[src/rtl/sound_latch_ctrl.sv]
// Mailbox between the main and sound 68000s: two 16-bit latches with pending
// flags and a level-4 interrupt toward the sound CPU.
module sound_latch_ctrl #(
   parameter int DW           = 16,
   parameter bit IRQ_ON_WRITE = 1'b1,
   parameter bit CLR_ON_READ  = 1'b1
) (
   input  logic          clk,
   input  logic          reset,
   input  logic          m68kp_latch0_cs,
   input  logic          m68kp_latch1_cs,
   input  logic          m68kp_as_n,
   input  logic          m68kp_rw,
   input  logic          m68kp_uds_n,
   input  logic          m68kp_lds_n,
   input  logic [DW-1:0] m68kp_din,
   output logic [DW-1:0] m68kp_dout,
   input  logic          m68ks_latch0_cs,
   input  logic          m68ks_latch1_cs,
   input  logic          m68ks_as_n,
   input  logic          m68ks_rw,
   input  logic          m68ks_uds_n,
   input  logic          m68ks_lds_n,
   input  logic [DW-1:0] m68ks_din,
   output logic [DW-1:0] m68ks_dout,
   input  logic          m68ks_iack,
   output logic          sound_irq,
   output logic          pend0,
   output logic          pend1
);

   localparam logic [0:0] ST_IDLE = 1'b0;
   localparam logic [0:0] ST_REQ  = 1'b1;

   // Access indices: main/latch0, main/latch1, sound/latch0, sound/latch1
   localparam int A_M0  = 0;
   localparam int A_M1  = 1;
   localparam int A_S0  = 2;
   localparam int A_S1  = 3;
   localparam int NLANE = DW / 8;

   logic [3:0]       acc;
   logic [3:0]       acc_q_reg;
   logic [3:0]       armed_reg;
   logic [3:0]       rise;
   logic             fall_m1;
   logic             fall_s0;
   logic [NLANE-1:0] m_strb;
   logic [NLANE-1:0] s_strb;

   logic             wr0;
   logic             wr1;
   logic             cap_m;
   logic             cap_s;
   logic             clr0;
   logic             clr1;
   logic             iack_q_reg;
   logic             iack_rise;

   logic [DW-1:0]    latch0_reg, latch0_next;
   logic [DW-1:0]    latch1_reg, latch1_next;
   logic [DW-1:0]    dout_m_reg, dout_m_next;
   logic [DW-1:0]    dout_s_reg, dout_s_next;
   logic             pend0_reg, pend0_next;
   logic             pend1_reg, pend1_next;
   logic             rd_m1_reg, rd_m1_next;
   logic             rd_s0_reg, rd_s0_next;
   logic [0:0]       state_reg, state_next;

   assign m_strb = {~m68kp_uds_n, ~m68kp_lds_n};
   assign s_strb = {~m68ks_uds_n, ~m68ks_lds_n};

   assign acc[A_M0] = m68kp_latch0_cs & ~m68kp_as_n & (|m_strb);
   assign acc[A_M1] = m68kp_latch1_cs & ~m68kp_as_n & (|m_strb);
   assign acc[A_S0] = m68ks_latch0_cs & ~m68ks_as_n & (|s_strb);
   assign acc[A_S1] = m68ks_latch1_cs & ~m68ks_as_n & (|s_strb);

   // An access only counts once it has been seen idle after reset, so a bus
   // cycle straddling reset release neither commits nor clears anything.
   assign rise    = acc & ~acc_q_reg & armed_reg;
   assign fall_m1 = ~acc[A_M1] & acc_q_reg[A_M1] & armed_reg[A_M1];
   assign fall_s0 = ~acc[A_S0] & acc_q_reg[A_S0] & armed_reg[A_S0];

   // Writes only land in the latch the CPU produces; the other one is read-only
   assign wr0   = rise[A_M0] & ~m68kp_rw;
   assign wr1   = rise[A_S1] & ~m68ks_rw;
   assign cap_m = (rise[A_M0] | rise[A_M1]) & m68kp_rw;
   assign cap_s = (rise[A_S0] | rise[A_S1]) & m68ks_rw;

   // The cycle type is frozen at the rising edge; rw may wander afterwards
   assign rd_m1_next = rise[A_M1] ? m68kp_rw : rd_m1_reg;
   assign rd_s0_next = rise[A_S0] ? m68ks_rw : rd_s0_reg;

   assign clr0 = CLR_ON_READ & fall_s0 & rd_s0_reg;
   assign clr1 = CLR_ON_READ & fall_m1 & rd_m1_reg;

   generate
      for (genvar gi = 0; gi < NLANE; gi++) begin : g_lane
         assign latch0_next[8*gi +: 8] = (wr0 && m_strb[gi]) ? m68kp_din[8*gi +: 8]
                                                             : latch0_reg[8*gi +: 8];
         assign latch1_next[8*gi +: 8] = (wr1 && s_strb[gi]) ? m68ks_din[8*gi +: 8]
                                                             : latch1_reg[8*gi +: 8];
      end
   endgenerate

   assign dout_m_next = cap_m ? (rise[A_M1] ? latch1_reg : latch0_reg) : dout_m_reg;
   assign dout_s_next = cap_s ? (rise[A_S1] ? latch1_reg : latch0_reg) : dout_s_reg;

   // A set in the same clock as a clear wins so a fresh command is never lost
   assign pend0_next = wr0 | (pend0_reg & ~clr0);
   assign pend1_next = wr1 | (pend1_reg & ~clr1);

   assign iack_rise = m68ks_iack & ~iack_q_reg;

   always_comb begin
      state_next = state_reg;
      case (state_reg)
         ST_IDLE: if (wr0 && IRQ_ON_WRITE) state_next = ST_REQ;
         ST_REQ: begin
            if (wr0 && IRQ_ON_WRITE) state_next = ST_REQ;
            else if (iack_rise)      state_next = ST_IDLE;
         end
         default: state_next = ST_IDLE;
      endcase
   end

   always_ff @(posedge clk or posedge reset) begin
      if (reset) begin
         acc_q_reg  <= '0;
         armed_reg  <= '0;
         iack_q_reg <= 1'b0;
         latch0_reg <= '0;
         latch1_reg <= '0;
         dout_m_reg <= '0;
         dout_s_reg <= '0;
         pend0_reg  <= 1'b0;
         pend1_reg  <= 1'b0;
         rd_m1_reg  <= 1'b0;
         rd_s0_reg  <= 1'b0;
         state_reg  <= ST_IDLE;
      end else begin
         acc_q_reg  <= acc;
         armed_reg  <= armed_reg | ~acc;
         iack_q_reg <= m68ks_iack;
         latch0_reg <= latch0_next;
         latch1_reg <= latch1_next;
         dout_m_reg <= dout_m_next;
         dout_s_reg <= dout_s_next;
         pend0_reg  <= pend0_next;
         pend1_reg  <= pend1_next;
         rd_m1_reg  <= rd_m1_next;
         rd_s0_reg  <= rd_s0_next;
         state_reg  <= state_next;
      end
   end

   assign m68kp_dout = dout_m_reg;
   assign m68ks_dout = dout_s_reg;
   assign pend0      = pend0_reg;
   assign pend1      = pend1_reg;
   assign sound_irq  = (state_reg == ST_REQ);

endmodule

[config.mk]
export PLATFORM = sky130hd
export DESIGN_NAME = sound_latch_ctrl
export DESIGN_NICKNAME = d
export VERILOG_FILES = /design/src/rtl/sound_latch_ctrl.sv
export SDC_FILE = /design/constraint.sdc
export NUM_CORES = 1
export LEC_CHECK = 0
export CAP_MARGIN = 20
export CORE_MARGIN = 2
export CORE_UTILIZATION = 50
export CTS_BUF_LIST = sky130_fd_sc_hd__clkbuf_4 sky130_fd_sc_hd__clkbuf_8
export CTS_CLUSTER_DIAMETER = 150
export CTS_CLUSTER_SIZE = 25
export DETAILED_ROUTE_END_ITERATION = 10
export PLACE_DENSITY_LB_ADDON = 0.25
export SLEW_MARGIN = 25
export SYNTH_ARGS = -nofsm -noshare
export SYNTH_HDL_FRONTEND = slang
export SYNTH_SLANG_ARGS = --single-unit
[constraint.sdc]
create_clock -name clk -period 3.8 [get_ports clk]
set_input_delay 1.14 -clock clk [delete_from_list [all_inputs] [get_ports clk]]
set_output_delay 1.14 -clock clk [all_outputs]
set_load 0.01 [all_outputs]
==> results of run 1 <==
[area by class of cell]
| type | count | area, µm² |
|---|---|---|
| fillers | 561 | 2380 |
| flip-flops and latches | 78 | 1950 |
| multi-input cells | 188 | 1510 |
| repair buffers | 89 | 883 |
| clock buffers | 12 | 159 |
| well taps | 99 | 124 |
| inverters | 20 | 75.1 |
| clock inverters | 4 | 55.1 |
[critical path, stage by stage]
cell and delay (ns):
clkdlybuf4s50_1 0.48, nand2_1 0.19, nand4b_4 0.28, a21boi_2 0.67, o221ai_1 0.21
[power groups by stage]
stage	registers (mW)	logic (mW)	clock network, mW
floorplan	1.19	0.311	0
CTS	1.17	0.674	0.666
global placement	1.18	0.657	0
detailed placement	1.19	0.670	0
global route	1.20	0.730	0.699
finish	1.17	0.668	0.656
[kinds of logic (layout without fill, tap and decap cells)]
| family | Yosys count | count (layout) |
|---|---|---|
| compound gates | 39 | 39 |
| buf+inv | 42 | 125 |
| flops | 78 | 78 |
| mux | 50 | 50 |
| simple gates | 99 | 99 |
[synth_stat cells]
master	instances	area (µm²)
nor3_4	4	65.1
and2b_2	1	8.76
nand3_1	17	85.1
nand3b_1	1	7.51
mux2_2	33	372
inv_1	20	75.1
a21boi_4	1	18.8
buf_2	3	15.0
or2_2	2	12.5
mux2_1	1	11.3
buf_4	6	45.0
a2bb2oi_1	16	140
nand4_1	11	68.8
nand4b_1	8	70.1
o221ai_1	16	140
and2b_1	2	15.0
and3b_1	2	17.5
clkbuf_1	13	48.8
dfrtp_1	78	1950
nand2b_1	2	12.5
a21boi_2	1	11.3
nand3_4	1	17.5
nor2b_1	2	12.5
and3_1	16	100
nand4b_4	1	23.8
nor2_1	10	37.5
o21ai_0	4	20.0
mux2i_1	16	160
nand2_1	19	71.3
o2bb2ai_1	1	8.76
[per-stage QoR]
step,instance area [µm²],worst slack [ns]
2_1_floorplan,3640,0.665
3_3_place_gp,4540,0.748
3_5_place_dp,4540,0.651
4_1_cts,4760,1.04
5_1_grt,4760,0.863
6_report,4760,1.02
[worst paths after layout]
path                         startpoint       endpoint  slack [ns]  depth (start not counted)
setup reg to reg           acc_q_reg[2]  m68ks_dout[3]        1.75                          4
hold reg to reg            armed_reg[3]   armed_reg[3]        0.46                          1
hold / removal             armed_reg[3]   armed_reg[3]        0.46                          1
max in group asynchronous         reset  latch0_reg[9]        1.95                          3
min in group asynchronous         reset  m68ks_dout[1]        1.18                          2
setup / recovery            m68ks_uds_n  m68ks_dout[3]        1.02                          5
[metal layers]
layer,vias up,global-route usage [%],share of wire [%]
met1,1292,34.5,49
li1,1286,-,-
met5,-,0,0
met4,0,6.65,1.6
met2,93,29.8,44
met3,11,5.63,5.3
[layout by cell type, fill, tap and decap left out, types with 10 or more instances in the layout]
master           count
o221ai_1            16
and3_1              16
clkdlybuf4s50_1     81
inv_1               19
nor2_1              10
nand3_1             17
nand2_1             19
dfrtp_1             78
nand4_1             11
clkbuf_8            11
mux2i_1             16
a2bb2oi_1           16
mux2_2              33
==> metrics.md, run 1 <==
| Metric | Value |
|---|---|
| Status | complete, no violations |
| Tot Pwr | 2.50 mW |
| Num rows | 31 |
| Final period util | 73.1% |
| Die X | 89.4 µm |
| Worst-Skew Late Latency | 0.35 ns |
| DR WL/cell | 16.6 µm |
| Yosys warns | 0 |
| Clock skew | 0.0108 ns |
| Slew @ Worst Pin | 0.711 ns |
| DR iter-0 viols | 182 |
| Initial Util | 51.1% |
| Proportion of layout cells with a drive suffix above 1 | 17.6% |
| Final Core Density | 66.6% |
| DRT Pass-1 Iters | 6 |
| Compound-gate portion of the synthesized area | 9.31% |
| Gate power share | 26.7% |
| Fmax | 0.360 GHz |
| CTS sink cnt | 78 |
| Worst setup path class | in2reg |
| Die Span Y | 89.4 µm |
| Synth Area in Simple Gates | 17.2% |
| Area added between synthesis and finish | 30.5% |
| Final hold slack | 0.464 ns |
| Hold Fails Final Rpt | 0 |
| DRC errors left | 0 |
| Critical path required time | 4.00 ns |
| Syn_nets | 355 |
| Hold Path Class | reg2reg |
| Total GRT Usage | 22.0% |
| Arrival time at the worst endpoint | 2.98 ns |
| Die area | 7990 µm² |
| Worst vdd ir | 275 µV |
| Mean post-synth cell area | 11.8 µm² |
| Cts hold-fix bufs | 0 |
| Largest family of logic cells by synthesized area | simple AND/OR/NAND/NOR gates |
| Startpoint Class | input pin |
| PwrDens | 525 nW/µm² |
| Max cap viols | 0 |
| Yosys cell types | 30 |
| Core area | 7140 µm² |
| CTS max path bufs | 2 |
| Multiplexer share of the synthesized area | 14.9% |
| Clock Power Share | 26.2% |
| Syn Inst Count | 308 |
| Sequential-to-total area share from yosys stat | 53.6% |
| Antenna diode count | 0 |
| DP Cell Count | 474 |
| Worst slew margin | 52.3% |
| Antenna viol nets, final | 0 |
| Flip-flop and latch count after synthesis | 78 |
| Sequential power share | 47.0% |
| DRT Wirelength | 8140 µm |
| DR vias | 2,682 |
| GPL Wtd Cong | 0.794 |
| Endpoints failing setup | 0 |
| Global route overflow | 0 |
| Largest net degree at the start of global routing | 52 |
| CP Capture Type | flop |
| Net Sw Power | 711 µW |
| Crit path time final | 2.78 ns |
| CTS resizes | 0 |
| Number of global-route vias before repair | 2,518 |
| I/O pin count | 82 |
| P_leak | 2.09 nW |
| CTS buffer count | 9 |
| Switch share | 28.5% |
| TritonCTS clock tree | done |
| Crit Path Max Fanout | 16 |
| Port Buffer Count | 81 |
| Slew Viols, Final | 0 |
| Final layout net count | 433 |
| Post-synthesis xor/xnor area fraction | 0% |
| Via/cell ratio | 5.47 |
| Setup tns final | 0 ns |
| First-pass GRT wire length | 13,000 µm |
| Netlist area before placement | 3640 µm² |
| Post-synthesis adder-cell area fraction | 0% |
| RSZ-0062 raised after global routing | false |
| Clock transition at path regs | 0.08 ns |
| Internal power | 1.79 mW |
| H-tree lvl count | 3 |
| Antenna violations before repair | 0 |
| HPWL Detailed | 5930 µm |
| Setup Buffers After CTS | 0 |
| Clock root buffer | clkbuf_8 |
| Final non-filler cell total | 490 |
(Power assumes the default switching activity.)
==> run 2, diff against run 1 <==
--- a/config.mk
+++ b/config.mk
@@ -7,7 +7,7 @@
 export LEC_CHECK = 0
 export CAP_MARGIN = 20
 export CORE_MARGIN = 2
-export CORE_UTILIZATION = 50
+export CORE_UTILIZATION = 47
 export CTS_BUF_LIST = sky130_fd_sc_hd__clkbuf_4 sky130_fd_sc_hd__clkbuf_8
 export CTS_CLUSTER_DIAMETER = 150
 export CTS_CLUSTER_SIZE = 25
==> constraint.sdc (replaced) <==
create_clock -name clk -period 2.31 [get_ports clk]
set_input_delay 0.693 -clock clk [delete_from_list [all_inputs] [get_ports clk]]
set_output_delay 0.693 -clock clk [all_outputs]
set_load 0.01 [all_outputs]
==> run 2 against run 1 <==
Wire length grew 4.4%; clock power grew 77%; register-to-register slack worse by 1.2 ns; clock skew fell by 0.0048 ns; sequential cell count is the same; via count increased by 1.3%; utilization decreased by 1.3 points; sequential share of layout area down 1.8 points; worst hold slack worse by 0.0013 ns; sequential power rose by 66%; power increased by 69%.
==> metrics.md, run 2 (synthesized netlist as in run 1, its figures left out) <==
| Metric | Value |
|---|---|
| DRT Wirelength | 8500 µm (+4.4%) |
| Cts hold-fix bufs | 0 (unchanged) |
| Port Buffer Count | 81 (unchanged) |
| Worst slew margin | 72.6% (+20 points) |
| Final layout net count | 452 (+4.4%) |
| Fin area | 4970 µm² (+4.5%) |
| CTS max path bufs | 2 (unchanged) |
| H-tree lvl count | 3 (unchanged) |
| Die area | 8470 µm² (+6.1%) |
| Via/cell ratio | 5.32 (-2.9%) |
| Clock root buffer | clkbuf_8 |
| TritonCTS clock tree | done |
| DRC errors left | 0 (unchanged) |
| Die Span Y | 92.0 µm (+3.0%) |
| PwrDens | 851 nW/µm² (+62%) |
| Clock skew | 0.00601 ns (-0.00484 ns) |
| Global route overflow | 0 (unchanged) |
| Critical path required time | 2.55 ns (-1.45 ns) |
| Fmax | 0.502 GHz |
| CTS resizes | 0 (unchanged) |
| GR Util met2 | 32.7% (+3.0 points) |
| Hold Path Class | reg2reg |
| Startpoint Class | input pin |
| Proportion of layout cells with a drive suffix above 1 | 21.3% (+3.6 points) |
| Placed Area | 4740 µm² (+4.4%) |
| Num rows | 32 (+3.2%) |
| Status | complete, no violations |
| Initial Util | 47.9% (-3.2 points) |
| Arrival time at the worst endpoint | 2.23 ns (-0.75 ns) |
| Setup ws final | 0.319 ns (-0.703 ns) |
| Pre-CTS WS | -0.0526 ns (-0.703 ns) |
| DR vias | 2,717 (+1.3%) |
| Crit path time final | 1.99 ns |
| Die X | 92.0 µm (+3.0%) |
| Max cap viols | 0 (unchanged) |
| Setup Buffers After CTS | 0 (unchanged) |
| Critical R2R Launch | acc_q_reg[0] |
| Commonest non-fill, non-tap cell in the layout | clkdlybuf4s50_1 |
| Final period util | 86.2% |
| CP Capture Type | flop |
| Worst-Skew Late Latency | 0.35 ns (about the same) |
| Hold-critical path depth | 1 (unchanged) |
| R2R depth | 5 (+1) |
| CTS buffer count | 9 (unchanged) |
| Total GRT Usage | 21.5% (-0.45 points) |
| DR WL/cell | 16.6 µm (+0.16%) |
| Worst Setup SP | m68kp_latch0_cs |
| Area added between synthesis and finish | 36.4% |
| P_leak | 2.21 nW (+5.4%) |
| GPL Wtd Cong | 0.763 (-4.0%) |
| Worst vdd ir | 375 µV (+37%) |
| Tot Pwr | 4.23 mW (+69%) |
| RSZ-0062 raised after global routing | false |
| Met3 Usage GRT | 2.88% (-2.8 points) |
| Internal reg-to-reg setup slack | 0.52 ns (-1.23 ns) |
| Global routing met1 resource utilization | 31.6% (-3.0 points) |
| Core area | 7610 µm² (+6.6%) |
| Clock transition at path regs | 0.08 ns (about the same) |
| Most Crowded Layer GR | met2 |
| Crit Path Max Fanout | 8 (-8) |
| Number of global-route vias before repair | 2,703 (+7.3%) |
| HPWL Detailed | 6190 µm (+4.4%) |
| Worst setup path class | in2reg |
| Largest net degree at the start of global routing | 79 (+52%) |
| DR iter-0 viols | 160 (-12%) |
| R2r endpoint | latch0_reg[0] |
| DRT Pass-1 Iters | 4 (-2) |
| CTS sink cnt | 78 (unchanged) |
| Slew @ Worst Pin | 0.410 ns (-0.301 ns) |
| I/O pin count | 82 (unchanged) |
| Antenna viol nets, final | 0 (unchanged) |
| Hold Fails Final Rpt | 0 (unchanged) |
| Antenna violations before repair | 0 (unchanged) |
| Setup tns final | 0 ns (unchanged) |
| First-pass GRT wire length | 14,000 µm (+8.4%) |
| Crit path capture | latch0_reg[0] |
| Endpoints failing setup | 0 (unchanged) |
| Antenna diode count | 0 (unchanged) |
| Slew Viols, Final | 0 (unchanged) |
| Most frequent cells in the layout | 81 x clkdlybuf4s50_1, 78 x dfrtp_1, 33 x mux2_2 |
-- run 2: cell count changes in the layout (fill, tap and decap cells not counted), sizes merged --
cell / previous run / this run
clkinvlp: 1 / 2
clkinv: 2 / 0
inv: 20 / 19
buf: 8 / 27
bufinv: 1 / 2
-- run 2: how the worst min path moves through the flow --
stage / startpoint / endpoint / slack [ns]
floorplan: armed_reg[3] / armed_reg[3] / 0.43
global placement: armed_reg[3] / armed_reg[3] / 0.44
detailed placement: armed_reg[3] / armed_reg[3] / 0.45
CTS: armed_reg[3] / armed_reg[3] / 0.47
global route: armed_reg[3] / armed_reg[3] / 0.51
finish: armed_reg[3] / armed_reg[3] / 0.46
-- run 2: where the power goes --
part           internal [mW]  switching (mW)
sequential              1.69           0.248
clock                  0.674           0.489
combinational          0.700           0.427
total                   3.06            1.16
-- run 2: worst max-delay path, stage by stage --
cell	delay [ns]
clkdlybuf4s50_1	0.44
nor2b_1	0.27
nand3_4	0.15
nor3_4	0.18
buf_12	0.16
mux2_2	0.33
-- run 2: final cells by class --
class / instances / area, µm²
Inverter: 20 / 78.8
Timing Repair Buffer: 108 / 1080
Sequential cell: 78 / 1950
Clock inverter: 3 / 67.6
Multi-Input combinational cell: 188 / 1510
Fill cell: 616 / 2640
Tap cell: 102 / 128
Clock buffer: 12 / 159
-- run 2: stage by stage --
| stage | cells | hold slack, ns | util [%] |
|---|---|---|---|
| after detailed placement | 496 | 0.446 | 62.3 |
| after CTS | 511 | 0.468 | 65.3 |
| after global routing | 511 | 0.509 | 65.3 |
| after floorplan | 308 | 0.428 | - |
| final | 511 | 0.463 | 65.3 |
| after global placement | 496 | 0.443 | 62.3 |
-- run 2: per-layer routing --
| metal | up-vias | routed length, µm | share of wire (%) |
|---|---|---|---|
| li1 | 1320 | - | - |
| met1 | 1328 | 4100 | 48 |
| met2 | 59 | 3970 | 47 |
| met3 | 10 | 324 | 3.8 |
| met4 | 0 | 98 | 1.2 |
| met5 | - | 0 | 0 |
==> run 3, diff against run 2 <==
--- a/config.mk
+++ b/config.mk
@@ -5,9 +5,8 @@
 export SDC_FILE = /design/constraint.sdc
 export NUM_CORES = 1
 export LEC_CHECK = 0
-export CAP_MARGIN = 20
 export CORE_MARGIN = 2
-export CORE_UTILIZATION = 47
+export CORE_UTILIZATION = 50
 export CTS_BUF_LIST = sky130_fd_sc_hd__clkbuf_4 sky130_fd_sc_hd__clkbuf_8
 export CTS_CLUSTER_DIAMETER = 150
 export CTS_CLUSTER_SIZE = 25
==> constraint.sdc (replaced) <==
create_clock -name clk -period 2.5 [get_ports clk]
set_input_delay 0.75 -clock clk [delete_from_list [all_inputs] [get_ports clk]]
set_output_delay 0.75 -clock clk [all_outputs]
set_load 0.02 [all_outputs]
==> run 3 against run 2 <==
Die area fell by 5.7%; critical endpoint is now latch0_reg[14]; first-iteration DRC count fell by 13%; clock power about the same; utilization increased by 3.5 points; sequential share of layout area up 0.47 points; via count is 0.52% lower; clock-buffer cell count rose by 1; cell area decreased by 1.2%; highest routed layer unchanged.
==> metrics.md, run 3 (synthesized netlist as in run 1, its figures left out) <==
| Metric | Value |
|---|---|
| H-tree lvl count | 3 (unchanged) |
| PwrDens | 840 nW/µm² (-1.3%) |
| Stages on worst setup path | 5 (-1) |
| DP Cell Count | 485 (-2.2%) |
| Initial Util | 51.1% (+3.2 points) |
| Antenna violations before repair | 0 (unchanged) |
| HPWL Detailed | 5980 µm (-3.4%) |
| Hold-critical path depth | 1 (unchanged) |
| Worst vdd ir | 427 µV (+14%) |
| Core area | 7140 µm² (-6.2%) |
| Critical R2R Launch | armed_reg[0] |
| CTS resizes | 0 (unchanged) |
| Die Span Y | 89.4 µm (-2.9%) |
| Routed wl met2 | 3700 µm (-6.9%) |
| DR iter-0 viols | 139 (-13%) |
| Worst setup path class | in2reg |
| P_leak | 2.18 nW (-1.2%) |
| Antenna viol nets, final | 0 (unchanged) |
| Total GRT Usage | 22.5% (+1.0 points) |
| Largest net degree at the start of global routing | 79 (unchanged) |
| I/O pin count | 82 (unchanged) |
| Wire length on met3 | 382 µm (+18%) |
| Port Buffer Count | 81 (unchanged) |
| Setup tns final | 0 ns (unchanged) |
| Crit Path Max Fanout | 8 (unchanged) |
| Fin area | 4910 µm² (-1.2%) |
| RSZ-0062 raised after global routing | false |
| Startpoint Class | input pin |
| Most frequent cells in the layout | 81 x clkdlybuf4s50_1, 78 x dfrtp_1, 33 x mux2_2 |
| Number of global-route vias before repair | 2,625 (-2.9%) |
| Hold Path Class | reg2reg |
| Arrival time at the worst endpoint | 2.40 ns (+0.17 ns) |
| CTS sink cnt | 78 (unchanged) |
| Slew Viols, Final | 0 (unchanged) |
| Placed Area | 4650 µm² (-1.9%) |
| Die X | 89.4 µm (-2.9%) |
| Met1 WL | 3980 µm (-3.1%) |
| Crit-path max cell delay | 0.45 ns (about the same) |
| CP top delay family | simple AND/OR/NAND/NOR gates |
| Final hold slack | 0.460 ns (-0.00341 ns) |
| Cts hold-fix bufs | 0 (unchanged) |
| Setup Buffers After CTS | 0 (unchanged) |
| DRT Pass-1 Iters | 4 (unchanged) |
| Endpoints failing setup | 0 (unchanged) |
| Area added between synthesis and finish | 34.8% |
| Die area | 7990 µm² (-5.7%) |
| Slew @ Worst Pin | 0.446 ns (+0.0358 ns) |
| Clock transition at path regs | 0.08 ns (about the same) |
| Num rows | 31 (-3.1%) |
| Hold Fails Final Rpt | 0 (unchanged) |
| Worst slew margin | 70.2% (-2.5 points) |
| Final period util | 86.6% |
| Critical-path cell list | clkdlybuf4s50_1, nor2b_1, nand3_4, nor3_4, mux2_2 |
| Beginning of the worst hold path | armed_reg[3] |
| Proportion of layout cells with a drive suffix above 1 | 19.9% (-1.4 points) |
| Slowest cell on the critical path | clkdlybuf4s50_1 |
| Uppermost layer routed | met4 |
| DR WL/cell | 16.4 µm (-1.7%) |
| Final Core Density | 68.8% (+3.5 points) |
| Global route overflow | 0 (unchanged) |
| CTS max path bufs | 2 (unchanged) |
| Crit path buffers/inverters | 1 (-1) |
| Status | complete, no violations |
| Clock skew | 0.00350 ns (-0.00251 ns) |
| First-pass GRT wire length | 13,300 µm (-5.2%) |
| Worst-Skew Late Latency | 0.34 ns (about the same) |
| CTS buffer count | 9 (unchanged) |
| R2R depth | 4 (-1) |
| DR vias | 2,703 (-0.52%) |
| DRT Wirelength | 8190 µm (-3.6%) |
| Tot Pwr | 4.12 mW (-2.4%) |
| Internal reg-to-reg setup slack | 0.61 ns (+0.09 ns) |
| GPL Wtd Cong | 0.770 (+0.96%) |
| Antenna diode count | 0 (unchanged) |
| TritonCTS clock tree | done |
| Final layout net count | 444 (-1.8%) |
| Crit path time final | 2.16 ns |
| Critical path required time | 2.73 ns (+0.18 ns) |
| R2r endpoint | latch0_reg[14] |
| CP Capture Type | flop |
| Clock root buffer | clkbuf_8 |
| Hold endpoint | armed_reg[3] |
| Max cap viols | 0 (unchanged) |
| Via/cell ratio | 5.40 (+1.5%) |
| Pre-CTS WS | -0.0241 ns (+0.0285 ns) |
| Final non-filler cell total | 501 (-2.0%) |
| Setup ws final | 0.336 ns (+0.0168 ns) |
| Fmax | 0.462 GHz |
| DRC errors left | 0 (unchanged) |
| Commonest non-fill, non-tap cell in the layout | clkdlybuf4s50_1 |
[run 3: cell types whose count changed in the layout (fill, tap and decap cells not counted), sizes merged]
cell	delta
buf	-8
bufinv	+1
clkbuf	+1
clkinvlp	-1
[run 3: area by class of cell]
type | instances | area [µm²]
Sequential cell | 78 | 1950
Inverter | 20 | 78.8
Tap cell | 99 | 124
Timing Repair Buffer | 100 | 991
Fill cell | 583 | 2230
Multi-Input combinational cell | 188 | 1510
Clock inverter | 3 | 90.1
Clock buffer | 13 | 166
[run 3: how the worst max path moves through the flow]
stage                         start              to  slack, ns
floorplan           m68kp_latch0_cs   latch0_reg[0]       0.60
global placement    m68kp_latch0_cs  latch0_reg[14]       0.07
detailed placement  m68kp_latch0_cs  latch0_reg[14]      -0.02
CTS                 m68kp_latch0_cs  latch0_reg[14]       0.33
global route        m68kp_latch0_cs  latch0_reg[11]       0.26
finish              m68kp_latch0_cs  latch0_reg[14]       0.34
[run 3: routing by layer]
| layer | GRT usage, % | vias up |
|---|---|---|
| li1 | - | 1300 |
| met1 | 33.9 | 1307 |
| met2 | 32.5 | 86 |
| met3 | 3.97 | 10 |
| met4 | 9.23 | 0 |
| met5 | 0 | - |
[run 3: report_power, final]
group	internal, mW	total [mW]	leakage [nW]	switching, mW
logic	0.639	1.15	1.11	0.513
clock network	0.741	1.18	0.131	0.436
registers	1.56	1.79	0.940	0.234
total	2.94	4.12	2.18	1.18
